## src/rtl/seq_div_pkg.sv

```systemverilog
// Shared types and helpers for the sequential divider.
package seq_div_pkg;

  typedef enum logic [1:0] {
    IDLE = 2'd0,
    PREP = 2'd1,
    RUN  = 2'd2,
    FIX  = 2'd3
  } state_t;

  function automatic int cnt_w(input int width);
    return $clog2(width + 1);
  endfunction

endpackage

```

## src/rtl/div_step.sv

```systemverilog
// One restoring radix-2 iteration: shift in a dividend bit, trial-subtract the divisor.
module div_step
  import seq_div_pkg::*;
#(
  parameter int WIDTH = 32
) (
  input  logic [WIDTH:0]   i_rem,
  input  logic             i_bit,
  input  logic [WIDTH-1:0] i_div,
  output logic [WIDTH:0]   o_rem,
  output logic             o_q
);

  logic [WIDTH+1:0] w_shift;
  logic [WIDTH+1:0] w_diff;
  logic [WIDTH+1:0] w_next;
  logic             w_unused;

  assign w_shift  = {i_rem, i_bit};
  assign w_diff   = w_shift - {2'b00, i_div};
  assign o_q      = (w_shift >= {2'b00, i_div});
  assign w_next   = o_q ? w_diff : w_shift;
  assign o_rem    = w_next[WIDTH:0];
  // Remainder stays below the divisor, so the top bit is always zero.
  assign w_unused = w_next[WIDTH+1];

endmodule

```

## src/rtl/seq_div.sv

```systemverilog
// Multi-cycle signed/unsigned divider with start/ready/valid handshake and Z/N/C/V flags.
module seq_div
  import seq_div_pkg::*;
#(
  parameter int WIDTH = 32
) (
  input  logic             i_clk,
  input  logic             i_rst,
  input  logic             i_start,
  input  logic             i_sign,
  input  logic [WIDTH-1:0] i_dividend,
  input  logic [WIDTH-1:0] i_divisor,
  output logic             o_ready,
  output logic             o_valid,
  output logic [WIDTH-1:0] o_quotient,
  output logic [WIDTH-1:0] o_remainder,
  output logic             o_z,
  output logic             o_n,
  output logic             o_c,
  output logic             o_v
);

  localparam int CW = cnt_w(WIDTH);
  localparam logic [WIDTH-1:0] MIN_VAL = {1'b1, {(WIDTH-1){1'b0}}};

  state_t           r_state;
  logic             r_sign, r_qneg, r_rneg, r_zdiv, r_ovf;
  logic [WIDTH-1:0] r_dvd, r_dvs, r_sr;
  logic [WIDTH:0]   r_rem;
  logic [CW-1:0]    r_cnt;
  logic             r_valid, r_z, r_n, r_c, r_v;
  logic [WIDTH-1:0] r_q, r_r;

  logic [WIDTH:0]   w_rem_nxt;
  logic             w_qbit;
  logic [WIDTH-1:0] w_dvd_mag, w_dvs_mag, w_q_fix, w_r_fix;

  // MIN negates to itself, which is exactly its unsigned magnitude.
  assign w_dvd_mag = (r_sign && r_dvd[WIDTH-1]) ? -r_dvd : r_dvd;
  assign w_dvs_mag = (r_sign && r_dvs[WIDTH-1]) ? -r_dvs : r_dvs;
  assign w_q_fix   = r_qneg ? -r_sr : r_sr;
  assign w_r_fix   = r_rneg ? -r_rem[WIDTH-1:0] : r_rem[WIDTH-1:0];

  div_step #(.WIDTH(WIDTH)) u_step (
    .i_rem (r_rem),
    .i_bit (r_sr[WIDTH-1]),
    .i_div (r_dvs),
    .o_rem (w_rem_nxt),
    .o_q   (w_qbit)
  );

  always_ff @(posedge i_clk) begin
    if (i_rst) begin
      r_state <= IDLE;
      r_sign  <= 1'b0;
      r_qneg  <= 1'b0;
      r_rneg  <= 1'b0;
      r_zdiv  <= 1'b0;
      r_ovf   <= 1'b0;
      r_dvd   <= '0;
      r_dvs   <= '0;
      r_sr    <= '0;
      r_rem   <= '0;
      r_cnt   <= '0;
      r_valid <= 1'b0;
      r_q     <= '0;
      r_r     <= '0;
      r_z     <= 1'b0;
      r_n     <= 1'b0;
      r_c     <= 1'b0;
      r_v     <= 1'b0;
    end else begin
      r_valid <= 1'b0;
      case (r_state)
        IDLE: begin
          if (i_start) begin
            r_dvd   <= i_dividend;
            r_dvs   <= i_divisor;
            r_sign  <= i_sign;
            r_zdiv  <= 1'b0;
            r_state <= PREP;
          end
        end
        PREP: begin
          r_qneg <= r_sign & (r_dvd[WIDTH-1] ^ r_dvs[WIDTH-1]);
          r_rneg <= r_sign & r_dvd[WIDTH-1];
          r_ovf  <= r_sign && (r_dvd == MIN_VAL) && (&r_dvs);
          if (r_dvs == '0) begin
            r_zdiv  <= 1'b1;
            r_state <= FIX;
          end else begin
            r_rem   <= '0;
            r_sr    <= w_dvd_mag;
            r_dvs   <= w_dvs_mag;
            r_cnt   <= '0;
            r_state <= RUN;
          end
        end
        RUN: begin
          // Dividend bits leave the MSB while quotient bits enter the LSB.
          r_rem <= w_rem_nxt;
          r_sr  <= {r_sr[WIDTH-2:0], w_qbit};
          r_cnt <= r_cnt + 1'b1;
          if (r_cnt == CW'(WIDTH - 1)) r_state <= FIX;
        end
        FIX: begin
          if (r_zdiv) begin
            r_q <= '1;
            r_r <= r_dvd;
            r_z <= 1'b0;
            r_n <= r_sign;
            r_c <= 1'b1;
            r_v <= 1'b1;
          end else begin
            r_q <= w_q_fix;
            r_r <= w_r_fix;
            r_z <= (w_q_fix == '0);
            r_n <= r_sign & w_q_fix[WIDTH-1];
            r_c <= 1'b0;
            r_v <= r_ovf;
          end
          r_valid <= 1'b1;
          r_state <= IDLE;
        end
        default: r_state <= IDLE;
      endcase
    end
  end

  assign o_ready     = (r_state == IDLE);
  assign o_valid     = r_valid;
  assign o_quotient  = r_q;
  assign o_remainder = r_r;
  assign o_z         = r_z;
  assign o_n         = r_n;
  assign o_c         = r_c;
  assign o_v         = r_v;

endmodule
```

## config.mk

```make
export PLATFORM = sky130hd
export DESIGN_NAME = seq_div
export DESIGN_NICKNAME = d
export VERILOG_FILES = /design/src/rtl/seq_div_pkg.sv /design/src/rtl/div_step.sv /design/src/rtl/seq_div.sv
export SDC_FILE = /design/constraint.sdc
export NUM_CORES = 1
export LEC_CHECK = 0
export ABC_AREA = 1
export BUFFER_PORTS_ARGS = -buffer_cell sky130_fd_sc_hd__buf_4
export CORE_MARGIN = 2
export CORE_UTILIZATION = 50
export CTS_CLUSTER_DIAMETER = 30
export DETAILED_ROUTE_END_ITERATION = 6
export HOLD_SLACK_MARGIN = 0.15
export PLACE_DENSITY = 0.8
export SYNTH_ARGS = -nofsm -noshare
export SYNTH_HDL_FRONTEND = slang
export SYNTH_SLANG_ARGS = --single-unit
```

## constraint.sdc

```tcl
create_clock -name i_clk -period 5.8 [get_ports i_clk]
set_input_delay 0.58 -clock i_clk [delete_from_list [all_inputs] [get_ports i_clk]]
set_output_delay 0.58 -clock i_clk [all_outputs]
set_load 0.05 [all_outputs]
```

Yosys cells after proc, flatten, opt, wreduce, memory -nomap -nowiden:

Index checks and enable logic that the tools add are counted.

* bits in registers: 211
* latch bits: 0
* bits in writable memories: 0
* ROM bits: 0
* word-level logic and storage cells: 82
* memories: 0

* add/subtract/negate cells: 6
* $mul: 0
* divide/modulo/power cells: 0
* order comparisons: 1
* eq/ne operators: 10
* shifts and indexed selects: 0
* muxes and demuxes: 28
* bitwise operators: 4
* reductions and logical operators: 15

Operator list (count)
* $mux W32: 9
* $neg A32 Y32: 4
* $pmux W32 S2: 2
* $mux W33: 2
* $pmux W33 S2: 1
* $logic_not A32 Y1: 2
* $ge A34 B32 Y1: 1
* $sub A33 B32 Y33: 1
* $eq A32 B32 Y1 const B: 1
* $reduce_and A32 Y1: 1
* $pmux W6 S2: 1
* $ne A2 B2 Y1 const B: 5
* $mux W1: 8
* $pmux W2 S4: 1
* $add A6 B1 Y6 const B: 1
* $eq A6 B5 Y1 const B: 1
* $mux W6: 1
* $reduce_and A2 Y1: 3
* $eq A2 B2 Y1 const B: 2
* $logic_and A1 B1 Y1: 4
* $mux W2: 2
* $reduce_and A4 Y1: 1
* $reduce_bool A2 Y1: 2
* $and A1 B1 Y1: 3
* 5 further kinds: 5

Logic depth before layout (Yosys ltp):

* depth in word-level cells: 4
* depth in mapped cells: 19
* mapped depth without buffers: 18

By module:

From an unflattened synthesis, not the netlist that was laid out.

* cell total of the unflattened synthesis: 2560
* area total of the unflattened synthesis: 15242.1 sq um

Modules (own cells, without submodules)
* seq_div: instances 1, cells each 1863, area an instance 11962.7 sq um, seq. area each 4224.1 sq um
* div_step: instances 1, cells each 697, area an instance 3279.4 sq um, seq. area each 0.0 sq um

Least setup slack after synthesis:

OpenSTA, ideal clock, no wires.

* path kind: reg-to-reg
* start: register r_dvs[3]
* end: register r_rem[20]
* arrival time: 2.066 ns
* data required time: 5.668 ns
* slack: 3.602 ns
* stages on the path, launching flop included: 16
* cells stage by stage: dfxtp_1 > inv_1 > ha_1 > a21oi_1 > nand2_2 > nand2_1 > nand2_2 > nand2_1 > nand2_2 > nand2_1 > nand2_1 > nand2_2 > buf_2 > nand3_1 > nand3_2 > a21oi_1

* word-level cells in the longest chain between the ends: 3

Ends and longest elaborated chain
* from (decl): RTL line seq_div.sv:28 `logic [WIDTH-1:0] r_dvd, r_dvs, r_sr;`
* from (signal assigned): RTL line seq_div.sv:78 `r_dvs <= i_divisor;`
* from (signal assigned): RTL line seq_div.sv:94 `r_dvs <= w_dvs_mag;`
* $sub A33 B32 Y33 (tied with other cells): RTL line div_step.sv:20 `assign w_diff = w_shift - {2'b00, i_div};`
* $mux W33 or $ne A2 B2 Y1 (tied branches)
* $pmux W33 S2 or $reduce_and A2 Y1 (tied branches)
* to (signal assigned): RTL line seq_div.sv:101 `r_rem <= w_rem_nxt;`
* to (decl): RTL line seq_div.sv:29 `logic [WIDTH:0] r_rem;`

Several ways; a longest one is shown, not always the timed one.
A chain may end at the register's enable or synchronous reset.

Worst setup path in the final report:

* start: register r_state[1]
* end: register r_dvs[6]

* word-level cells in the longest chain between the ends: 3

Ends and longest elaborated chain
* from (decl): RTL line seq_div.sv:26 `state_t r_state;`
* from (signal assigned): RTL line seq_div.sv:54 `r_state <= IDLE;`
* from (signal assigned): RTL line seq_div.sv:81 `r_state <= PREP;`
* from (signal assigned): RTL line seq_div.sv:90 `r_state <= FIX;`
* $eq A2 B1 Y1 or $logic_not A2 Y1 (tied branches): RTL line seq_div.sv:74 `case (r_state)`
* $ne A2 B2 Y1 (no source line) or $reduce_bool A2 Y1 (tied branches)
* $reduce_and A4 Y1 (no source line)

Several ways; a longest one is shown, not always the timed one.

==> run_results.csv <==
group,metric,value,unit
status,status,"finished, final reports clean",
setup_path,reg2reg_slack,2060,ps
synth,synth_cells,2297,
drt,totalWireLength,52.4,mm
die,coreArea,0.0285,mm2
synth,async_flop_share,0,
power_and_ir_drop,ir_drop,0.311,mV
synth,synth_edf_count,0,
drt,vias,16400,
grt,antenna_found_initial,0,
power_and_ir_drop,p_clk_frac,0.295,
sta,setup_slack,2060,ps
clock_network,cts-root-buf,"clkbuf_16",
grt,grt_pass1_vias,15200,
place,gp_congestion,0.988,
synth,synth_seq_cells,211,
setup_path,worstPathCellList,"inv_1 -> ha_1 -> buf_4 -> inv_1 -> buf_4 -> a21oi_1 -> or2_1 -> inv_1 -> o21ai_0 -> a221oi_1",
drt,drt_iter0_drc,1859,
sta,hold_viol_final,0,
sta,finalCritPeriodShare,0.644,
synth,synth-seq-area-share,0.293,
setup_path,startpoint,"r_state[1]",
clock_network,cts_setup_buffers,0,
worst_hold_path,hold_path.startpoint,"i_divisor[28]",
setup_path,r2r_start,"r_state[1]",
setup_path,cp.arrival,4190,ps
clock_network,cts.reportedPaths.clkPinSlew,50,ps
sta,tightestPinTransition,1280,ps
sta,rsz0062_at_grt,"no",
setup_path,worst_ep_required_time,6250,ps
synth,syn-num-nets,2408,
clock_network,cts.path.max_buffers,3,
sta,skew,22.4,ps
power_and_ir_drop,switching_share,0.479,
sta,max_slew_margin,0.141,
sta,slew_viol_final,0,
setup_path,crit_slowest_cell,"inv_1",
cells_and_area,seq_area,0.00422,mm2
cells_and_area,num_antenna_cells,0,
place,place_ws,2090,ps
synth,syn_area,0.0144,mm2
setup_path,max_stage_delay,950,ps
power_and_ir_drop,powerDensity,567,mW/mm2
power_and_ir_drop,switching_power,0.00469,W
die,rows,62,
grt,grt_max_degree,89,
grt,grt_pass1_wl,80.7,mm
drt,route.detailed.drc,0,
drt,wire_per_inst,18.6,um
sta,finalCriticalPeriod,3740,ps
clock_network,tritoncts,"built",
setup_path,critPathBufInv,5,
synth,synth_flop_cell,"dfxtp_1",
place,io_buffers,137,
clock_network,cts_resized,0,
die,die_height,174,um
clock_network,clkLatencyLatePin,560,ps
setup_path,startpoint_type,"flop",
synth,synth_cell_type_count,51,
flow_run,drv_cap,0,
sta,timing.fmax,0.268,GHz
power_and_ir_drop,leakage,8.22,nW
setup_path,worstSetupPathType,"flop to flop",
drt,viasPerCell,5.83,
cells_and_area,area_delta_synth_final,19.8,%
worst_hold_path,holdCritPathClass,"input pin to flop",
setup_path,cp-end-kind,"flop",
die,start_util,0.504,
cells_and_area,drive_gt1_frac,0.120,
die,pin_count,138,
power_and_ir_drop,combPwrFrac,0.491,
cells_and_area,multi_input_area,0.00866,mm2
setup_path,cp_common_cell,"inv_1",
setup_path,cp_max_fo,45,
die,die-area,0.0302,mm2
clock_network,holdBufCountCts,0,
setup_path,critical-path-top-delay-family,"buffers and inverters",
synth,syn_avg_cell_area,6.27,um2
grt,grtUsageTotal,0.334,
power_and_ir_drop,internal_power,0.00509,W
place,dp_hpwl,38.9,mm
sta,fin_tns_setup,0,ps
drt,first_pass_iters,6,
clock_network,cts_sinks,211,
cells_and_area,fill_cells,2672,
cells_and_area,nets,2505,
drt,drtAntennaViolNets,0,
sta,setup_viol,0,
grt,overflow,0,
clock_network,cts_inserted_buffers,47,
synth,yosys_warnings,0,
power_and_ir_drop,pwr-share-seq,0.215,
clock_network,ctsHtreeMaxLevel,2,
die,die_w,174,um
[layout by cell type, fill, tap and decap left out, types with 6 or more instances in the layout]
| cell | count |
|---|---|
| nor2_1 | 211 |
| dfxtp_1 | 211 |
| nand3b_1 | 11 |
| ha_1 | 42 |
| a31oi_1 | 42 |
| o221ai_1 | 22 |
| nor4_1 | 11 |
| nand2_2 | 9 |
| nor3_1 | 15 |
| nand2_1 | 564 |
| o211ai_1 | 22 |
| o21a_1 | 12 |
| nand3_1 | 240 |
| xnor2_1 | 19 |
| inv_2 | 14 |
| clkbuf_8 | 7 |
| nand3_2 | 10 |
| o21ai_0 | 168 |
| a21oi_1 | 190 |
| buf_4 | 147 |
| clkinvlp_4 | 6 |
| clkinv_2 | 8 |
| xor2_1 | 32 |
| inv_1 | 264 |
| nand4_1 | 35 |
| clkbuf_16 | 47 |
| bufinv_16 | 9 |
[synth_stat cells (2+ instances only)]
master    count  area (um2)
nand2_1     565        2120
inv_1       265         995
nand3_1     240        1200
nor2_1      212         796
dfxtp_1     211        4220
a21oi_1     190         951
o21ai_0     168         841
clkbuf_1     66         248
a31oi_1      42         263
ha_1         42         526
nand4_1      35         219
xor2_1       32         280
o211ai_1     22         165
o221ai_1     22         193
xnor2_1      19         166
buf_2        17        85.1
nor3_1       15        75.1
inv_2        13        48.8
o21a_1       12        90.1
nand3b_1     11        82.6
nor4_1       11        68.8
nand3_2      10         100
buf_6         9         101
nand2_2       8        50.1
a21o_1        5        37.5
buf_1         5        18.8
o21ai_1       5        25.0
nand2_4       4        45.0
nor2_2        4        25.0
nor2_4        4        45.0
nor3_2        3        30.0
o22ai_1       3        18.8
or2_2         3        18.8
a211oi_1      2        15.0
a221oi_1      2        17.5
buf_4         2        15.0
clkinv_1      2        7.51
nor3_4        2        32.5
o31ai_1       2        15.0
[flip-flops by register name, indices dropped and copies added, names as in the netlist, 2 cells and up]
| name | count |
|---|---|
| r_rem | 33 |
| o_quotient | 32 |
| o_remainder | 32 |
| r_dvd | 32 |
| r_dvs | 32 |
| r_sr | 32 |
| r_cnt | 6 |
| r_state | 2 |
[power groups by stage]
stage / logic, W / registers [W] / clock network (W)
after CTS: 0.00469 / 0.00209 / 0.00290
final: 0.00480 / 0.00210 / 0.00288
after floorplan: 0.00333 / 0.00217 / 0
after detailed placement: 0.00465 / 0.00211 / 0
after global routing: 0.00524 / 0.00213 / 0.00298
after global placement: 0.00461 / 0.00210 / 0
[worst register-to-register path, stage by stage, from the launching register on]
cell	delay, ps
dfxtp_1	370
inv_1	90
ha_1	190
buf_4	240
inv_1	230
buf_4	440
a21oi_1	80
or2_1	540
inv_1	950
o21ai_0	220
a221oi_1	290
[layout make-up]
class                      instances  area share
tap                              384      0.0278
sequential                       211       0.245
inverter                         280      0.0609
clock inverter                    31      0.0263
multi-input combinational       1707       0.502
timing repair buffer             147      0.0640
clock buffer                      56      0.0742
[layer usage]
metal	share of wire	GRT usage	wire, um
met5	0	0	0
met4	0.053	0.168	2760
met3	0.080	0.0452	4200
met2	0.46	0.550	23900
met1	0.41	0.430	21500
[final timing paths]
check,endpoint,cells past startpoint
min reg2reg,r_cnt[4],2
min,r_dvs[28],3
max reg2reg,r_dvs[6],10
max,r_dvs[6],10
[per-stage QoR]
step | total power, W | area, um2 | utilization | instances | hold slack, ps
final | 0.00978 | 17300 | 0.604 | 2816 | 309
after global placement | 0.00671 | 15500 | 0.544 | 2729 | 454
after CTS | 0.00967 | 17300 | 0.604 | 2816 | 299
after detailed placement | 0.00676 | 15500 | 0.544 | 2729 | 462
after global routing | 0.0103 | 17300 | 0.604 | 2816 | 310
after floorplan | 0.00550 | 14400 | - | 2297 | 444
[logic make-up (layout without fill, tap and decap cells)]
| logic type | count (synthesis) | after routing | share of synthesized area |
|---|---|---|---|
| and+or+nand+nor | 1132 | 1132 | 0.345 |
| AOI/OAI and AO/OA | 481 | 481 | 0.187 |
| buffers and inverters | 379 | 514 | 0.105 |
| xor gates and xnor gates | 51 | 51 | 0.0310 |
| DFF | 211 | 211 | 0.293 |
| adders and majority gates | 43 | 43 | 0.0379 |
Power figures use the tool's default switching activity.
